--- src/rtl/matmul_host_sequencer_pkg.sv ---
// Shared constants and state encoding for the matmul host sequencer.
package matmul_pkg;

    localparam int unsigned ELEM_W        = 4;
    localparam int unsigned M_SIZE        = 2;
    localparam int unsigned MAT_W         = 16;
    localparam int unsigned DATA_W        = 8;
    localparam int unsigned BYTES_PER_MAT = 2;

    typedef enum logic [2:0] {
        IDLE,
        LOAD,
        START,
        WAIT,
        SEND
    } seq_state_t;

endpackage

--- src/rtl/matmul_host_sequencer_if.sv ---
// Byte-stream pin interface: operand bytes in (no ready), result bytes out with backpressure.
interface matmul_host_sequencer_if #(
    parameter int unsigned DATA_W = matmul_pkg::DATA_W
);

    logic              in_valid;
    logic [DATA_W-1:0] in_data;
    logic              out_valid;
    logic              out_ready;
    logic [DATA_W-1:0] out_data;

    modport master (
        output in_valid,
        output in_data,
        output out_ready,
        input  out_valid,
        input  out_data
    );

    modport slave (
        input  in_valid,
        input  in_data,
        input  out_ready,
        output out_valid,
        output out_data
    );

endinterface

--- src/rtl/matmul_host_sequencer.sv ---
// Loads A/B from the pin byte stream, fires the 2x2 matmul core, and streams the result back.
module matmul_host_sequencer
    import matmul_pkg::*;
#(
    parameter int unsigned DATA_W      = matmul_pkg::DATA_W,
    parameter int unsigned MAT_W       = matmul_pkg::MAT_W,
    parameter int unsigned TIMEOUT_CYC = 32
) (
    input  logic                    clk,
    input  logic                    rst,
    matmul_host_sequencer_if.slave  pins,
    output logic                    busy,
    output logic                    timeout_err,
    output logic                    mm_enable,
    output logic [MAT_W-1:0]        mm_matrix_a,
    output logic [MAT_W-1:0]        mm_matrix_b,
    input  logic [MAT_W-1:0]        mm_result,
    input  logic                    mm_listo
);

    localparam int unsigned         TIMER_W    = $clog2(TIMEOUT_CYC);
    localparam logic [TIMER_W-1:0]  TIMER_LAST = TIMER_W'(TIMEOUT_CYC - 1);

    seq_state_t         state;
    logic [1:0]         byte_cnt;
    logic               out_idx;
    logic [TIMER_W-1:0] timer;
    logic [MAT_W-1:0]   res_q;
    logic               out_valid_q;

    // Byte mux is gated by out_valid so the pins read zero outside SEND.
    always_comb begin
        pins.out_valid = out_valid_q;
        pins.out_data  = '0;
        if (out_valid_q) begin
            pins.out_data = out_idx ? res_q[DATA_W +: DATA_W] : res_q[0 +: DATA_W];
        end
    end

    always_ff @(posedge clk or posedge rst) begin
        if (rst) begin
            state       <= IDLE;
            byte_cnt    <= '0;
            out_idx     <= 1'b0;
            timer       <= '0;
            res_q       <= '0;
            out_valid_q <= 1'b0;
            busy        <= 1'b0;
            timeout_err <= 1'b0;
            mm_enable   <= 1'b0;
            mm_matrix_a <= '0;
            mm_matrix_b <= '0;
        end else begin
            mm_enable <= 1'b0;
            case (state)
                IDLE: begin
                    if (pins.in_valid) begin
                        mm_matrix_a[0 +: DATA_W] <= pins.in_data;
                        timeout_err              <= 1'b0;
                        byte_cnt                 <= 2'd1;
                        state                    <= LOAD;
                    end
                end
                LOAD: begin
                    if (pins.in_valid) begin
                        case (byte_cnt)
                            2'd1:    mm_matrix_a[DATA_W +: DATA_W] <= pins.in_data;
                            2'd2:    mm_matrix_b[0 +: DATA_W]      <= pins.in_data;
                            default: mm_matrix_b[DATA_W +: DATA_W] <= pins.in_data;
                        endcase
                        byte_cnt <= byte_cnt + 2'd1;
                        if (byte_cnt == 2'd3) begin
                            mm_enable <= 1'b1;
                            busy      <= 1'b1;
                            state     <= START;
                        end
                    end
                end
                START: begin
                    timer <= '0;
                    state <= WAIT;
                end
                WAIT: begin
                    timer <= timer + 1'b1;
                    // listo is checked first so a same-cycle timeout loses.
                    if (mm_listo) begin
                        res_q       <= mm_result;
                        out_idx     <= 1'b0;
                        out_valid_q <= 1'b1;
                        state       <= SEND;
                    end else if (timer == TIMER_LAST) begin
                        timeout_err <= 1'b1;
                        busy        <= 1'b0;
                        state       <= IDLE;
                    end
                end
                SEND: begin
                    if (pins.out_ready) begin
                        if (!out_idx) begin
                            out_idx <= 1'b1;
                        end else begin
                            out_idx     <= 1'b0;
                            out_valid_q <= 1'b0;
                            busy        <= 1'b0;
                            state       <= IDLE;
                        end
                    end
                end
                default: state <= IDLE;
            endcase
        end
    end

endmodule

--- src/flat_wrapper.sv ---
// flat-port wrapper written by rule: the top's interface ports become plain ports
module matmul_host_sequencer_flat import matmul_pkg::*;
#(
    parameter int unsigned DATA_W      = matmul_pkg::DATA_W,
    parameter int unsigned MAT_W       = matmul_pkg::MAT_W,
    parameter int unsigned TIMEOUT_CYC = 32
)
  (clk, rst, busy, timeout_err, mm_enable, mm_matrix_a, mm_matrix_b, mm_result, mm_listo, pins_in_valid, pins_in_data, pins_out_ready, pins_out_valid, pins_out_data);
  matmul_host_sequencer_if #(.DATA_W(DATA_W)) pins_i ();
  input  logic clk;
  input  logic rst;
  output logic busy;
  output logic timeout_err;
  output logic mm_enable;
  output logic [MAT_W-1:0] mm_matrix_a;
  output logic [MAT_W-1:0] mm_matrix_b;
  input  logic [MAT_W-1:0] mm_result;
  input  logic mm_listo;
  input wire logic [$bits(pins_i.in_valid)-1:0] pins_in_valid;
  input wire logic [$bits(pins_i.in_data)-1:0] pins_in_data;
  input wire logic [$bits(pins_i.out_ready)-1:0] pins_out_ready;
  output wire logic [$bits(pins_i.out_valid)-1:0] pins_out_valid;
  output wire logic [$bits(pins_i.out_data)-1:0] pins_out_data;
  assign pins_i.in_valid = pins_in_valid;
  assign pins_i.in_data = pins_in_data;
  assign pins_i.out_ready = pins_out_ready;
  assign pins_out_valid = pins_i.out_valid;
  assign pins_out_data = pins_i.out_data;
  matmul_host_sequencer #(.DATA_W(DATA_W), .MAT_W(MAT_W), .TIMEOUT_CYC(TIMEOUT_CYC)) u_core (.clk(clk), .rst(rst), .pins(pins_i), .busy(busy), .timeout_err(timeout_err), .mm_enable(mm_enable), .mm_matrix_a(mm_matrix_a), .mm_matrix_b(mm_matrix_b), .mm_result(mm_result), .mm_listo(mm_listo));
endmodule
--- config.mk ---
export PLATFORM = sky130hd
export DESIGN_NAME = matmul_host_sequencer_flat
export DESIGN_NICKNAME = d
export VERILOG_FILES = /design/src/rtl/matmul_host_sequencer_pkg.sv /design/src/rtl/matmul_host_sequencer_if.sv /design/src/rtl/matmul_host_sequencer.sv /design/src/flat_wrapper.sv
export SDC_FILE = /design/constraint.sdc
export NUM_CORES = 1
export LEC_CHECK = 0
export ABC_AREA = 0
export CAP_MARGIN = 20
export CORE_MARGIN = 3
export CORE_UTILIZATION = 35
export CTS_BUF_LIST = sky130_fd_sc_hd__clkbuf_4
export DETAILED_ROUTE_END_ITERATION = 7
export GPL_TIMING_DRIVEN = 0
export PLACE_DENSITY_LB_ADDON = 0.3
export RECOVER_POWER = 50
export SLEW_MARGIN = 10
export SYNTH_ARGS = -nofsm -noshare
export SYNTH_HDL_FRONTEND = slang
export SYNTH_SLANG_ARGS = --single-unit
--- constraint.sdc ---
create_clock -name clk -period 2.39 [get_ports clk]
set_clock_uncertainty 0.2 [all_clocks]
set_input_delay 0.3585 -clock clk [delete_from_list [all_inputs] [get_ports clk]]
set_output_delay 0.3585 -clock clk [all_outputs]
set_load 0.05 [all_outputs]
==> results.sh <==
export IMPL_status="finished clean"
export IMPL_cp_data_required_time_ns=1.83
export IMPL_num_vias=1923
export IMPL_r2r_setup_slack_ns=0.43
export IMPL_grt_pass1_wl_mm=9.51
export IMPL_finalSetupTns_ns=0
export IMPL_area_growth_syn_to_layout_pct=35.5
export IMPL_cts_buffer_depth=2
export IMPL_r2r_cells=6
export IMPL_wire_per_inst_um=15.0
export IMPL_crit_fanout=10
export IMPL_power_leakage_uw=0.00162
export IMPL_drv_slew=0
export IMPL_gp_congestion=0.796
export IMPL_synth_cells=206
export IMPL_min_period_over_period_pct=94.2
export IMPL_layout_drive_gt1_share_pct=26.2
export IMPL_worstSetupEndpointType="output port"
export IMPL_drtPass1Iterations=4
export IMPL_die_y_um=95.0
export IMPL_ys_types=36
export IMPL_post_cts_buffers=0
export IMPL_insertion_delay_ns=0.40
export IMPL_p_total_uw=5910
export IMPL_grt_util_all_layers_pct=14.0
export IMPL_period_needed_ns=2.25
export IMPL_yosys_warnings=0
export IMPL_worstHoldPathType="flop to flop"
export IMPL_ys_seq_area_share_pct=56.9
export IMPL_ys_seq_elements=63
export IMPL_wirelength_mm=5.91
export IMPL_drc=0
export IMPL_cp_start_kind="flop"
export IMPL_ir_drop_v=0.000863
export IMPL_worst_slew_pin_slew_ns=1.27
export IMPL_dieArea_um2=9020
export IMPL_overflow=0
export IMPL_rsz0062_at_grt="false"
export IMPL_r2r_end="u_core.state[2]"
export IMPL_cts_sinks=63
export IMPL_portBuffers=72
export IMPL_antenna_found_initial=0
export IMPL_finalSetupViolations=0
export IMPL_arrival_ns=1.69
export IMPL_cp_slowest_stage_delay_ns=0.36
export IMPL_r2r_start="u_core.timer[0]"
export IMPL_hold_end="u_core.timer[4]"
export IMPL_cts_buffers=9
export IMPL_synth_top_area_cell="dfrtp_1"
export IMPL_synth_top_cell_area_share_pct=56.9
export IMPL_cts_clk_slew_worst_paths_ns=0.10
export IMPL_synthesis_area_um2=2770
export IMPL_detail_route_antenna_nets=0
export IMPL_regArea_um2=1580
export IMPL_cts_tree="yes"
export IMPL_crit_slowest_cell="dfrtp_1"
export IMPL_start_util_pct=37.2
export IMPL_synth_avg_cell_area_um2=13.4
export IMPL_worstPathCellList="buf_2 -> mux2i_1 -> nor2_1 -> clkdlybuf4s15_2"
export IMPL_grt_pass1_vias=1885
export IMPL_synth_area_leaders="dfrtp_1, mux2_2, mux2_4, mux2i_1, ha_1"
export IMPL_slew_headroom_pct=15.4
export IMPL_fin_nets=323
export IMPL_crit_type="flop to output port"
export IMPL_drtIter0Drc=112
export IMPL_multiInputGateArea_um2=1120
export IMPL_max_freq_ghz=0.444
export IMPL_p_per_area_nw_per_um2=1570
export IMPL_core_um2=7450
export IMPL_hold_viol_final=0
export IMPL_grt_max_degree=64
export IMPL_rows=31
export IMPL_antenna_cells=0
export IMPL_min_from="u_core.timer[4]"
export IMPL_n_fill_cell=682
export IMPL_htree_levels=3
export IMPL_drv_cap=0
export IMPL_synth_nets=240
export IMPL_die_w_um=95.0
export IMPL_hpwlAfterDp_mm=4.16
export IMPL_worstHoldPathCells=2
export IMPL_viasPerCell=4.89
export IMPL_io_pins=73
export IMPL_clockRootBuffer="clkbuf_4"
-- layout make-up --
| class | instances | area share, % |
|---|---|---|
| sequential | 63 | 42.0 |
| multi-input combinational | 131 | 29.9 |
| timing repair buffer | 72 | 19.0 |
| tap | 99 | 3.30 |
| clock inverter | 7 | 2.57 |
| clock buffer | 9 | 1.80 |
| buffer | 7 | 0.967 |
| inverter | 5 | 0.500 |
-- what timing repair did --
item,in CTS,in global routing
pin swaps,0,0
hold buffers,0,0
endpoints found under the setup margin,8,3
resized for setup,20,4
-- state kept, by name, indices dropped and copies added, names as in the netlist --
signal,flops
u_core.busy,1
u_core.res_q,16
u_core.timeout_err,1
u_core.state,3
u_core.timer,5
u_core.out_idx,1
u_core.pins.out_valid,1
u_core.mm_matrix_b,16
u_core.mm_enable,1
u_core.byte_cnt,2
u_core.mm_matrix_a,16
-- metrics by stage --
stage | hold slack [ns] | util [%] | instances | area, um^2 | worst slack, ns
2_1_floorplan | 0.256 | - | 206 | 2770 | 0.172
3_3_place_gp | 0.278 | 48.5 | 377 | 3610 | -0.861
3_5_place_dp | 0.283 | 48.6 | 377 | 3620 | 0.0418
4_1_cts | 0.251 | 50.8 | 393 | 3790 | 0.00230
5_1_grt | 0.315 | 50.4 | 393 | 3750 | 0.0151
6_report | 0.302 | 50.4 | 393 | 3750 | 0.139
-- cell families (layout without fill, tap and decap cells) --
family	Yosys count	after routing	synth area share (%)
buffers and inverters	12	100	2.08
DFF	63	63	56.9
adders and majority gates	5	5	2.26
and+or+nand+nor	45	45	8.99
AOI/OAI and AO/OA	23	23	5.24
muxes	58	58	24.5
-- synth_stat cells --
master,n
a211oi_1,3
a21o_1,1
a21oi_1,3
a31oi_1,2
a32o_1,1
and3_1,1
and3b_2,1
and4bb_2,1
buf_2,4
buf_6,1
clkbuf_1,2
clkinv_1,1
dfrtp_1,63
ha_1,5
inv_1,4
mux2_1,1
mux2_2,38
mux2_4,10
mux2i_1,9
nand2_1,11
nand2_2,3
nand2_4,1
nand2b_1,5
nand3_1,3
nand3b_1,1
nand4b_1,1
nor2_1,12
nor2b_1,1
nor3_1,2
nor3_4,1
nor4b_1,1
o21ai_0,8
o22ai_1,2
o311ai_0,1
o31a_1,1
o31ai_1,1
-- layer usage --
layer / vias to the layer above / wire length (um) / global-route usage [%] / share of wire, %
met4: 0 / 63 / 4.33 / 1.1
met3: 5 / 269 / 5.26 / 4.6
met2: 52 / 3110 / 22.1 / 53
met5: - / 0 / 0 / 0
li1: 907 / - / - / -
met1: 959 / 2460 / 17.8 / 42
-- power by group --
group	switching [uW]	leakage [uW]	internal, uW	total (uW)
sequential	296	0.000757	1560	1860
clock	402	0.0000802	426	827
combinational	1960	0.000778	1270	3220
-- critical path: cells and delay by family (launching register included) --
kind	cells	cell delay, ns
buffers and inverters	2	0.62
AND/OR/NAND/NOR	1	0.06
flip-flops	1	0.36
multiplexers	1	0.25
-- worst max path at each step --
stage                     cells after the start                     to             startpoint  slack (ns)
after CTS                                     4       pins_out_data[0]         u_core.out_idx       0.002
after detailed placement                      4  u_core.mm_matrix_a[4]          pins_in_valid        0.04
after global placement                        2     u_core.timeout_err                    rst       -0.86
final                                         4       pins_out_data[6]         u_core.out_idx        0.14
after floorplan                               2       pins_out_data[0]  u_core.pins.out_valid        0.17
after global routing                          3       pins_out_data[4]  u_core.pins.out_valid        0.02
-- placed cells by master, fill, tap and decap left out, drive strengths merged, types with 5 or more instances in the layout --
cell type and instances:
clkdlybuf4s50 63, dfrtp 63, mux2 49, clkbuf 16, nand2 15, nor2 12
mux2i 9, o21ai 8, nand2b 5, ha 5, clkdlybuf4s15 5, inv 5
No activity file was read; power rests on OpenSTA's default activity.
